`config.mk`:
```
export PLATFORM = sky130hd
export DESIGN_NAME = lfsr_rng_stream_flat
export DESIGN_NICKNAME = d
export VERILOG_FILES = /design/src/rtl/lfsr_rng_stream_pkg.sv /design/src/rtl/lfsr_rng_stream_if.sv /design/src/rtl/lfsr_rng_stream_core.sv /design/src/rtl/lfsr_rng_stream.sv /design/src/flat_wrapper.sv
export SDC_FILE = /design/constraint.sdc
export NUM_CORES = 1
export LEC_CHECK = 0
export CAP_MARGIN = 20
export CORE_UTILIZATION = 49
export DETAILED_ROUTE_END_ITERATION = 10
export PLACE_DENSITY = 0.85
export SYNTH_ARGS = -nofsm -noshare
export SYNTH_HDL_FRONTEND = slang
export SYNTH_HIERARCHICAL = 1
export SYNTH_SLANG_ARGS = --single-unit
```
`constraint.sdc`:
```
create_clock -name clk -period 3.09 [get_ports clk]
set_input_delay 0.618 -clock clk [delete_from_list [all_inputs] [get_ports clk]]
set_output_delay 0.618 -clock clk [all_outputs]
set_load 0.02 [all_outputs]
```
`src/rtl/lfsr_rng_stream_pkg.sv`:
```
`default_nettype none
// ============================================================================
//  Module   : lfsr_pkg (file lfsr_rng_stream_pkg.sv)
//  Purpose  : Shared types and constants for the lfsr_rng_stream block:
//             output FSM state encoding, maximal-length tap masks for the
//             common widths and the default (non-zero) seed.
//  Ports    : none (package)
//  Revision : 1.0  initial release
// ============================================================================
package lfsr_pkg;

  // Output FSM: FILL shifts the LFSR, VALID holds a word for the consumer.
  typedef enum logic [0:0] {
    ST_FILL  = 1'b0,
    ST_VALID = 1'b1
  } fsm_state_t;

  // Tap masks: bit i set means state[i] feeds the XOR (bit i <-> x^(i+1)).
  localparam logic [7:0]  TAPS_8  = 8'hB8;                    // x^8+x^6+x^5+x^4+1
  localparam logic [15:0] TAPS_16 = 16'hD008;                 // x^16+x^15+x^13+x^4+1
  localparam logic [23:0] TAPS_24 = 24'hE1_0000;              // x^24+x^23+x^22+x^17+1
  localparam logic [31:0] TAPS_32 = 32'h8020_0003;            // x^32+x^22+x^2+x+1
  localparam logic [63:0] TAPS_64 = 64'hD800_0000_0000_0000;  // x^64+x^63+x^61+x^60+1

  // Reset / substitute seed; any non-zero value keeps the LFSR out of lock-up.
  localparam logic [31:0] SEED_DEFAULT = 32'h0000_0001;

  // Step counter width; covers STEPS up to 255.
  localparam int STEP_CNT_W = 8;

endpackage : lfsr_pkg
`default_nettype wire

```
`src/rtl/lfsr_rng_stream_if.sv`:
```
`default_nettype none
// ============================================================================
//  Module   : lfsr_rng_stream_if
//  Purpose  : valid/ready output stream carrying one random word per transfer.
//  Signals  : out_valid  producer -> consumer, word in out_data is fresh
//             out_ready  consumer -> producer, word accepted when both high
//             out_data   OUT_W-bit random word
//  Modports : master (producer side), slave (consumer side)
//  Revision : 1.0  initial release
// ============================================================================
interface lfsr_rng_stream_if #(
  parameter int OUT_W = 8
) ();

  logic             out_valid;
  logic             out_ready;
  logic [OUT_W-1:0] out_data;

  modport master (
    output out_valid,
    output out_data,
    input  out_ready
  );

  modport slave (
    input  out_valid,
    input  out_data,
    output out_ready
  );

endinterface : lfsr_rng_stream_if
`default_nettype wire

```
`src/rtl/lfsr_rng_stream_core.sv`:
```
`default_nettype none
// ============================================================================
//  Module   : lfsr_core (file lfsr_rng_stream_core.sv)
//  Purpose  : Fibonacci LFSR state register with feedback XOR, all-zero
//             lock-up guard and seed load mux.
//  Ports    : clk          clock, rising edge
//             rst          asynchronous active-high reset (state <= SEED_DEFAULT)
//             i_step       advance the LFSR by one shift
//             i_load       load i_seed (priority over i_step)
//             i_seed       seed value; zero is replaced by SEED_DEFAULT
//             o_state      current LFSR state
//             o_next_word  low OUT_W bits of the state after the next step
//  Revision : 1.0  initial release
// ============================================================================
module lfsr_core
  import lfsr_pkg::*;
#(
  parameter int               WIDTH        = 32,
  parameter logic [WIDTH-1:0] TAPS         = WIDTH'(lfsr_pkg::TAPS_32),
  parameter logic [WIDTH-1:0] SEED_DEFAULT = WIDTH'(lfsr_pkg::SEED_DEFAULT),
  parameter int               OUT_W        = 8
) (
  input  wire logic             clk,
  input  wire logic             rst,
  input  wire logic             i_step,
  input  wire logic             i_load,
  input  wire logic [WIDTH-1:0] i_seed,
  output logic      [WIDTH-1:0] o_state,
  output logic      [OUT_W-1:0] o_next_word
);

  logic [WIDTH-1:0] r_state;
  logic             w_fb;
  logic             w_zero;
  logic [WIDTH-1:0] w_shift;
  logic [WIDTH-1:0] w_seed;

  assign w_fb   = ^(r_state & TAPS);
  assign w_zero = (r_state == '0);

  // An all-zero state would shift zeros forever; the next step recovers by
  // reloading the default seed instead of shifting.
  assign w_shift = w_zero ? SEED_DEFAULT : {r_state[WIDTH-2:0], w_fb};

  assign w_seed = (i_seed == '0) ? SEED_DEFAULT : i_seed;

  always_ff @(posedge clk or posedge rst) begin
    if (rst) begin
      r_state <= SEED_DEFAULT;
    end else if (i_load) begin
      r_state <= w_seed;
    end else if (i_step) begin
      r_state <= w_shift;
    end
  end

  assign o_state     = r_state;
  assign o_next_word = w_shift[OUT_W-1:0];

endmodule : lfsr_core
`default_nettype wire

```
`src/rtl/lfsr_rng_stream.sv`:
```
`default_nettype none
// ============================================================================
//  Module   : lfsr_rng_stream
//  Purpose  : Parametrised Fibonacci-LFSR random-number source with a
//             valid/ready output stream. Each word is taken after STEPS
//             enabled shifts; runtime seed load, step enable, lock-up guard.
//  Option   : `define LFSR_RANGE_EN enables rejection sampling against
//             i_limit (exclusive bound, 0 = unlimited). Without it i_limit
//             is ignored and every fill yields a word.
//  Ports    : clk          clock, rising edge
//             rst          asynchronous active-high reset
//             i_en         step enable (freezes shifting and step count)
//             i_seed_load  one-cycle strobe: load i_seed_in
//             i_seed_in    new seed, zero replaced by SEED_DEFAULT
//             i_limit      exclusive upper bound for words (range option)
//             o_stream     master side of the output stream interface
//             o_state_dbg  current LFSR state
//  Revision : 1.0  initial release
// ============================================================================
module lfsr_rng_stream
  import lfsr_pkg::*;
#(
  parameter int               WIDTH        = 32,
  parameter logic [WIDTH-1:0] TAPS         = WIDTH'(lfsr_pkg::TAPS_32),
  parameter logic [WIDTH-1:0] SEED_DEFAULT = WIDTH'(lfsr_pkg::SEED_DEFAULT),
  parameter int               OUT_W        = 8,
  parameter int               STEPS        = 4
) (
  input  wire logic             clk,
  input  wire logic             rst,
  input  wire logic             i_en,
  input  wire logic             i_seed_load,
  input  wire logic [WIDTH-1:0] i_seed_in,
  input  wire logic [OUT_W-1:0] i_limit,
  lfsr_rng_stream_if.master     o_stream,
  output logic      [WIDTH-1:0] o_state_dbg
);

  fsm_state_t            r_fsm;
  logic [STEP_CNT_W-1:0] r_cnt;
  logic                  r_valid;
  logic [OUT_W-1:0]      r_data;

  logic                  w_step;
  logic                  w_last;
  logic                  w_accept;
  logic [OUT_W-1:0]      w_next_word;
  logic [WIDTH-1:0]      w_state;

  // The LFSR only moves while filling; a seed load overrides the step.
  assign w_step = (r_fsm == ST_FILL) && i_en && !i_seed_load;
  assign w_last = (r_cnt == STEP_CNT_W'(STEPS - 1));

`ifdef LFSR_RANGE_EN
  // Candidate is the word the LFSR will hold after this step.
  assign w_accept = (i_limit == '0) || (w_next_word < i_limit);
`else
  // Range limiting is absent: every candidate is accepted. The reduction
  // keeps the unused limit input attached to logic.
  assign w_accept = 1'b1 | (&i_limit);
`endif

  lfsr_core #(
    .WIDTH        (WIDTH),
    .TAPS         (TAPS),
    .SEED_DEFAULT (SEED_DEFAULT),
    .OUT_W        (OUT_W)
  ) u_core (
    .clk         (clk),
    .rst         (rst),
    .i_step      (w_step),
    .i_load      (i_seed_load),
    .i_seed      (i_seed_in),
    .o_state     (w_state),
    .o_next_word (w_next_word)
  );

  // Seed load wins over stepping and over a same-cycle handshake; the old
  // word is still considered transferred, the next one starts from the seed.
  always_ff @(posedge clk or posedge rst) begin
    if (rst) begin
      r_fsm   <= ST_FILL;
      r_cnt   <= '0;
      r_valid <= 1'b0;
      r_data  <= '0;
    end else if (i_seed_load) begin
      r_fsm   <= ST_FILL;
      r_cnt   <= '0;
      r_valid <= 1'b0;
    end else begin
      case (r_fsm)
        ST_FILL: begin
          if (i_en) begin
            if (w_last) begin
              r_cnt <= '0;
              // A rejected candidate simply restarts the fill from the
              // already-advanced state.
              if (w_accept) begin
                r_data  <= w_next_word;
                r_valid <= 1'b1;
                r_fsm   <= ST_VALID;
              end
            end else begin
              r_cnt <= r_cnt + 1'b1;
            end
          end
        end
        ST_VALID: begin
          if (o_stream.out_ready) begin
            r_valid <= 1'b0;
            r_fsm   <= ST_FILL;
          end
        end
        default: begin
          r_fsm <= ST_FILL;
        end
      endcase
    end
  end

  assign o_stream.out_valid = r_valid;
  assign o_stream.out_data  = r_data;
  assign o_state_dbg        = w_state;

endmodule : lfsr_rng_stream
`default_nettype wire
```
`src/flat_wrapper.sv`:
```
// flat-port wrapper written by rule: the top's interface ports become plain ports
module lfsr_rng_stream_flat import lfsr_pkg::*;
#(
  parameter int               WIDTH        = 32,
  parameter logic [WIDTH-1:0] TAPS         = WIDTH'(lfsr_pkg::TAPS_32),
  parameter logic [WIDTH-1:0] SEED_DEFAULT = WIDTH'(lfsr_pkg::SEED_DEFAULT),
  parameter int               OUT_W        = 8,
  parameter int               STEPS        = 4
)
  (clk, rst, i_en, i_seed_load, i_seed_in, i_limit, o_state_dbg, o_stream_out_valid, o_stream_out_data, o_stream_out_ready);
  lfsr_rng_stream_if #(.OUT_W(OUT_W)) o_stream_i ();
  input  wire logic clk;
  input  wire logic rst;
  input  wire logic i_en;
  input  wire logic i_seed_load;
  input  wire logic [WIDTH-1:0] i_seed_in;
  input  wire logic [OUT_W-1:0] i_limit;
  output logic      [WIDTH-1:0] o_state_dbg;
  output wire logic [$bits(o_stream_i.out_valid)-1:0] o_stream_out_valid;
  output wire logic [$bits(o_stream_i.out_data)-1:0] o_stream_out_data;
  input wire logic [$bits(o_stream_i.out_ready)-1:0] o_stream_out_ready;
  assign o_stream_out_valid = o_stream_i.out_valid;
  assign o_stream_out_data = o_stream_i.out_data;
  assign o_stream_i.out_ready = o_stream_out_ready;
  lfsr_rng_stream #(.WIDTH(WIDTH), .TAPS(TAPS), .SEED_DEFAULT(SEED_DEFAULT), .OUT_W(OUT_W), .STEPS(STEPS)) u_core (.clk(clk), .rst(rst), .i_en(i_en), .i_seed_load(i_seed_load), .i_seed_in(i_seed_in), .i_limit(i_limit), .o_stream(o_stream_i), .o_state_dbg(o_state_dbg));
endmodule
```
== Word-level counts from Yosys, hierarchy flattened ==
Index checks and enable logic that the tools add are counted.
Cells by class
  add/sub/neg operators: 1
  eq/ne operators: 5
  multiplexer cells: 18
  bitwise gates (word level): 2
  reduce and logical (&&, ||, !) cells: 11
Operators with widths (count)
  two-way mux 32 bit: 4
  zero test 32 bit: 2
  two-way mux 8 bit: 4
  XOR reduction 32 bit: 1
  adder 8 x 1 -> 8 bit, second input constant: 1
  == test 8 x 2 -> 1 bit, second input constant: 1
  two-way mux 1 bit: 8
  inequality test 3 bit, second input constant: 2
  case mux 1 bit (2 select lines): 2
  AND reduction 4 bit: 1
  nonzero test 2 bit: 2
  inequality test 3 x 2 -> 1 bit, second input constant: 1
  AND reduction 3 bit: 1
  logical AND 1 bit: 2
  inequality test 2 bit, second input constant: 1
  inverter 1 bit: 2
  AND reduction 2 bit: 1
  zero test 1 bit: 1
Word-level totals
  flip-flop bits (word level): 50
  logic and storage cells: 42

== Longest topological paths before layout ==
  depth after elaboration: 5
  depth in mapped cells: 7

== Cells and area by module ==
Netlist, hierarchy kept.
Modules (own cells, without submodules)
  lfsr_core: times used 1, cells an instance 179, area each 1701.6 µm²
  lfsr_rng_stream: times used 1, cells an instance 74, area each 847.1 µm²

== Worst setup path after synthesis ==
OpenSTA, ideal clock, no wires.
  kind: register to register
  from: register u_core.r_cnt[0]
  to: register u_core.r_cnt[3]
  setup time: 121 ps
  arrival time: 1763 ps
  required time: 2969 ps
  path slack: 1206 ps
  stages on the path, launching flop included: 7
  path through: dfrtp_1 > ha_1 > or4b_4 > o41a_1 > buf_6 > a21o_1 > a22o_1
Between the ends
  word-level cells in the longest chain between the ends: 5
  elaborated cells between the ends (all ways): 6
Ends and longest elaborated chain
  from (decl): line lfsr_rng_stream.sv:40  | logic [STEP_CNT_W-1:0] r_cnt;
  from (signal assigned): line lfsr_rng_stream.sv:104  | r_cnt <= r_cnt + 1'b1;
  adder 8 x 1 -> 8 bit / == test 8 x 2 -> 1 bit (equally long branches): line lfsr_rng_stream.sv:104, lfsr_rng_stream.sv:52
  two-way mux 8 bit (*): line lfsr_rng_stream.sv:94  | if (w_last) begin
  two-way mux 8 bit (*): line lfsr_rng_stream.sv:93  | if (i_en) begin
  two-way mux 8 bit (*): line lfsr_rng_stream.sv:91  | case (r_fsm)
  two-way mux 8 bit (*): line lfsr_rng_stream.sv:86  | end else if (i_seed_load) begin
Every way passes the cells marked *; elsewhere a longest branch is shown, timed or not. The select of a mux whose other input is x is not followed.
A chain may end at the register's enable or synchronous reset.

== Worst setup path after layout ==
  from: register u_core.u_core.r_state[0] (netlist: u_core/u_core/o_state[0])
  to: output port o_state_dbg[0]
RTL lines
  from (decl): line lfsr_rng_stream_core.sv:32  | logic [WIDTH-1:0] r_state;
  from (signal assigned): line lfsr_rng_stream_core.sv:51  | r_state <= w_seed;
  from (signal assigned): line lfsr_rng_stream_core.sv:53  | r_state <= w_shift;
  to (decl): line flat_wrapper.sv:18  | output logic [WIDTH-1:0] o_state_dbg;
No word-level cell between the ends.

==> out/metrics.cfg <==
[drt]
vias_per_cell=5.55
postRouteAntennaNets=0
drt_drc_violations_left=0
routed-via-count=2166
routed_wire_length_per_instance_microns=15.6
iter_0_drt_violations=169
finalWirelength_mm=6.08
drtPass1Iterations=4

[synthesis]
synthesis_warnings=6
most_area_hungry_cell_type_in_the_yosys_netlist=sky130_fd_sc_hd__dfrtp_1
post_synth_main_area_contributors=sky130_fd_sc_hd__dfrtp_1, sky130_fd_sc_hd__mux2i_1, sky130_fd_sc_hd__o21ai_0
syn_area_per_cell_sq_um=10.1
post-synth-top-count-cell=sky130_fd_sc_hd__dfrtp_1
synth.distinct_cells=38
ys.flop_type=sky130_fd_sc_hd__dfrtp_1
seq_area_frac_synth_pct=49.1
synthesized_area_sq_um=2550
postSynthRegisterBits=50
synth_nets=300
number_of_standard_cells_after_synthesis=253
netlist.area_leader.share_pct=48.1
edff_count_synth=0
yosys-top-cells-count=sky130_fd_sc_hd__dfrtp_1, sky130_fd_sc_hd__nand2_1, sky130_fd_sc_hd__o21ai_0
asyncSetResetFlopFracSynth_pct=100

[clock_tree]
clock_tree.buffer_depth=2
clock_sink_count=50
postCtsHoldBufs=0
clk_latency_ps=300
clkSlewWorstSetupHoldPaths_ps=90
tritoncts=done
htree_levels=2
clk_root_buffer_cell=sky130_fd_sc_hd__clkbuf_8
post-cts-setup-buffers=0
numCtsBuffers=5
postCtsResizedCells=0

[floorplanning]
die_area_sq_um=5490
placementRows=25
floorplan.die.width_microns=74.1
floorplan.initialDensity_pct=52.6
design.core.area_sq_um=4850
die-height_microns=74.1
pin_count=86

[pwr]
finalPower_mw=1.61
static-leakage-power_nw=1.42
ir_drop_mv=0.308
power.density_nw_per_um2=470

[sta]
worst_pin_slew_ps=680
finalCritPeriodShare_pct=67.8
fin_ws_ps=995
setup_repair_after_global_routing_missed_its_margin=false
timing.setup.tns_ps=0
worst_clock_skew_ps=5.72
maxClockFrequency_mhz=477
final_hold_viol_count=0
finalWorstPathRequiredPeriod_ps=2090
max_slew_margin_pct=54.6
final_max_slew_viol_count=0
setup_violations=0

[grt]
initial_antenna_violation_count=0
grt_start_max_net_pins=44
first_global_vias=2022
final_global_route_overflow_total=0
wire_length_of_the_first_global_routing_pass_mm=9.52
grt_usage_pct=22.9

[place]
preCtsSetupSlack_ps=732
place.port_buffers=77
placed_cells_incl_taps=382
global_placer_s_final_weighted_congestion=0.858
dpl.hpwl_mm=4.49

[layout]
design.final.nets=369
layout-drive-gt1-share_pct=9.60
fillerInstances=369
finalCoreUtilization_pct=70.5
antenna_cells=0
instances_no_fill=390
syn_to_final_growth_pct=34.1

[critical_path]
cpLargestDelayFamily=buffers and inverters
reg2reg_setup_slack_ps=1030
ff2ff_path_depth=5
timing_worst_setup_path_type=reg -> out
critical_path.cell_chain=clkdlybuf4s50_1
critical_path.max_stage_delay_ps=630
crit-reg2reg-launch=u_core/r_cnt[0]
cp_num_buf_inv=1
crit_path_max_fanout=3
worstSetupStartpointType=register
critical_path_stages=1
timing.critical_path.required_ps=2470
crit_path_top_delay_cell=sky130_fd_sc_hd__clkdlybuf4s50_1
timing.rr.end=u_core/o_stream.out_data[6]
critPathCaptureType=output pin
cp_data_arrival_time_ps=1480

[outcome]
status=finished clean

[job]
maxCapViolations=0

[hold_path]
worstHoldEndpoint=u_core/o_stream.out_data[7]
hold_path_startpoint=u_core/o_stream.out_data[7]
worstHoldPathType=reg -> reg
min_delay_path_depth=1

[final cells by class]
class                   instances  area [sq um]  area share (%)
inverters                       8          30.0           0.878
clock buffers                   7          86.3            2.53
repair buffers                 81           796            23.3
flip-flops and latches         50          1250            36.6
well taps                      67          83.8            2.45
multi-input cells             176          1160            34.1
clock inverters                 1          5.00           0.146
[stage by stage]
| stage | hold slack (ps) | area (sq um) |
|---|---|---|
| 6_report | 512 | 3420 |
| 5_1_grt | 533 | 3420 |
| 4_1_cts | 516 | 3420 |
| 3_5_place_dp | 497 | 3330 |
| 3_3_place_gp | 488 | 3330 |
| 2_1_floorplan | 474 | 2550 |
[how the worst max path moves through the flow]
stage / startpoint / endpoint / slack (ps)
floorplan: u_core/r_cnt[0] / u_core/r_cnt[3] / 1210
global placement: i_en / u_core/o_stream.out_data[0] / 780
detailed placement: i_en / u_core/o_stream.out_data[6] / 730
CTS: u_core/u_core/o_state[0] / o_state_dbg[0] / 990
global route: u_core/r_cnt[0] / u_core/o_stream.out_data[6] / 960
finish: u_core/u_core/o_state[0] / o_state_dbg[0] / 1000
[cell usage in the layout (no fill, tap or decap), drive strengths merged, types with 7 or more instances in the layout]
cell	n
mux2	9
nor4	14
o21ai	35
mux2i	30
dfrtp	49
clkdlybuf4s50	76
a21oi	8
clkbuf	7
inv	8
nand2	40
[flip-flops by register name (all words and copies together) (netlist names)]
name,count
u_core/u_core/o_state,32
u_core/o_stream.out_data,8
u_core/r_cnt,8
u_core/o_stream.out_valid,1
u_core/r_fsm,1
[layer usage]
layer / part of all wire [%] / vias to the layer above / track usage (%)
met1: 44 / 1050 / 30.5
met4: 1.2 / 0 / 7.91
met3: 5.9 / 7 / 3.39
met2: 49 / 69 / 38.4
met5: 0 / - / 0
li1: - / 1040 / -
[logic make-up (layout without fill, tap and decap cells)]
group                    Yosys count  count (layout)  synth area share (%)
AO/OA/AOI/OAI                     51              51                  11.3
XOR/XNOR                           3               3                  1.03
adder cells (fa/ha/maj)            2               2                 0.982
buffers and inverters             27              97                  5.35
flip-flops                        50              50                  49.1
multiplexers                      39              39                  15.8
AND/OR/NAND/NOR                   81              81                  16.4
[where the power goes]
group          internal [mW]  leakage, nW  switching, mW  total, mW
clock network          0.181       0.0482          0.205      0.386
logic                  0.222        0.742          0.212      0.434
registers              0.720        0.634         0.0673      0.787
Note: power is estimated with default switching activity, not from simulation.
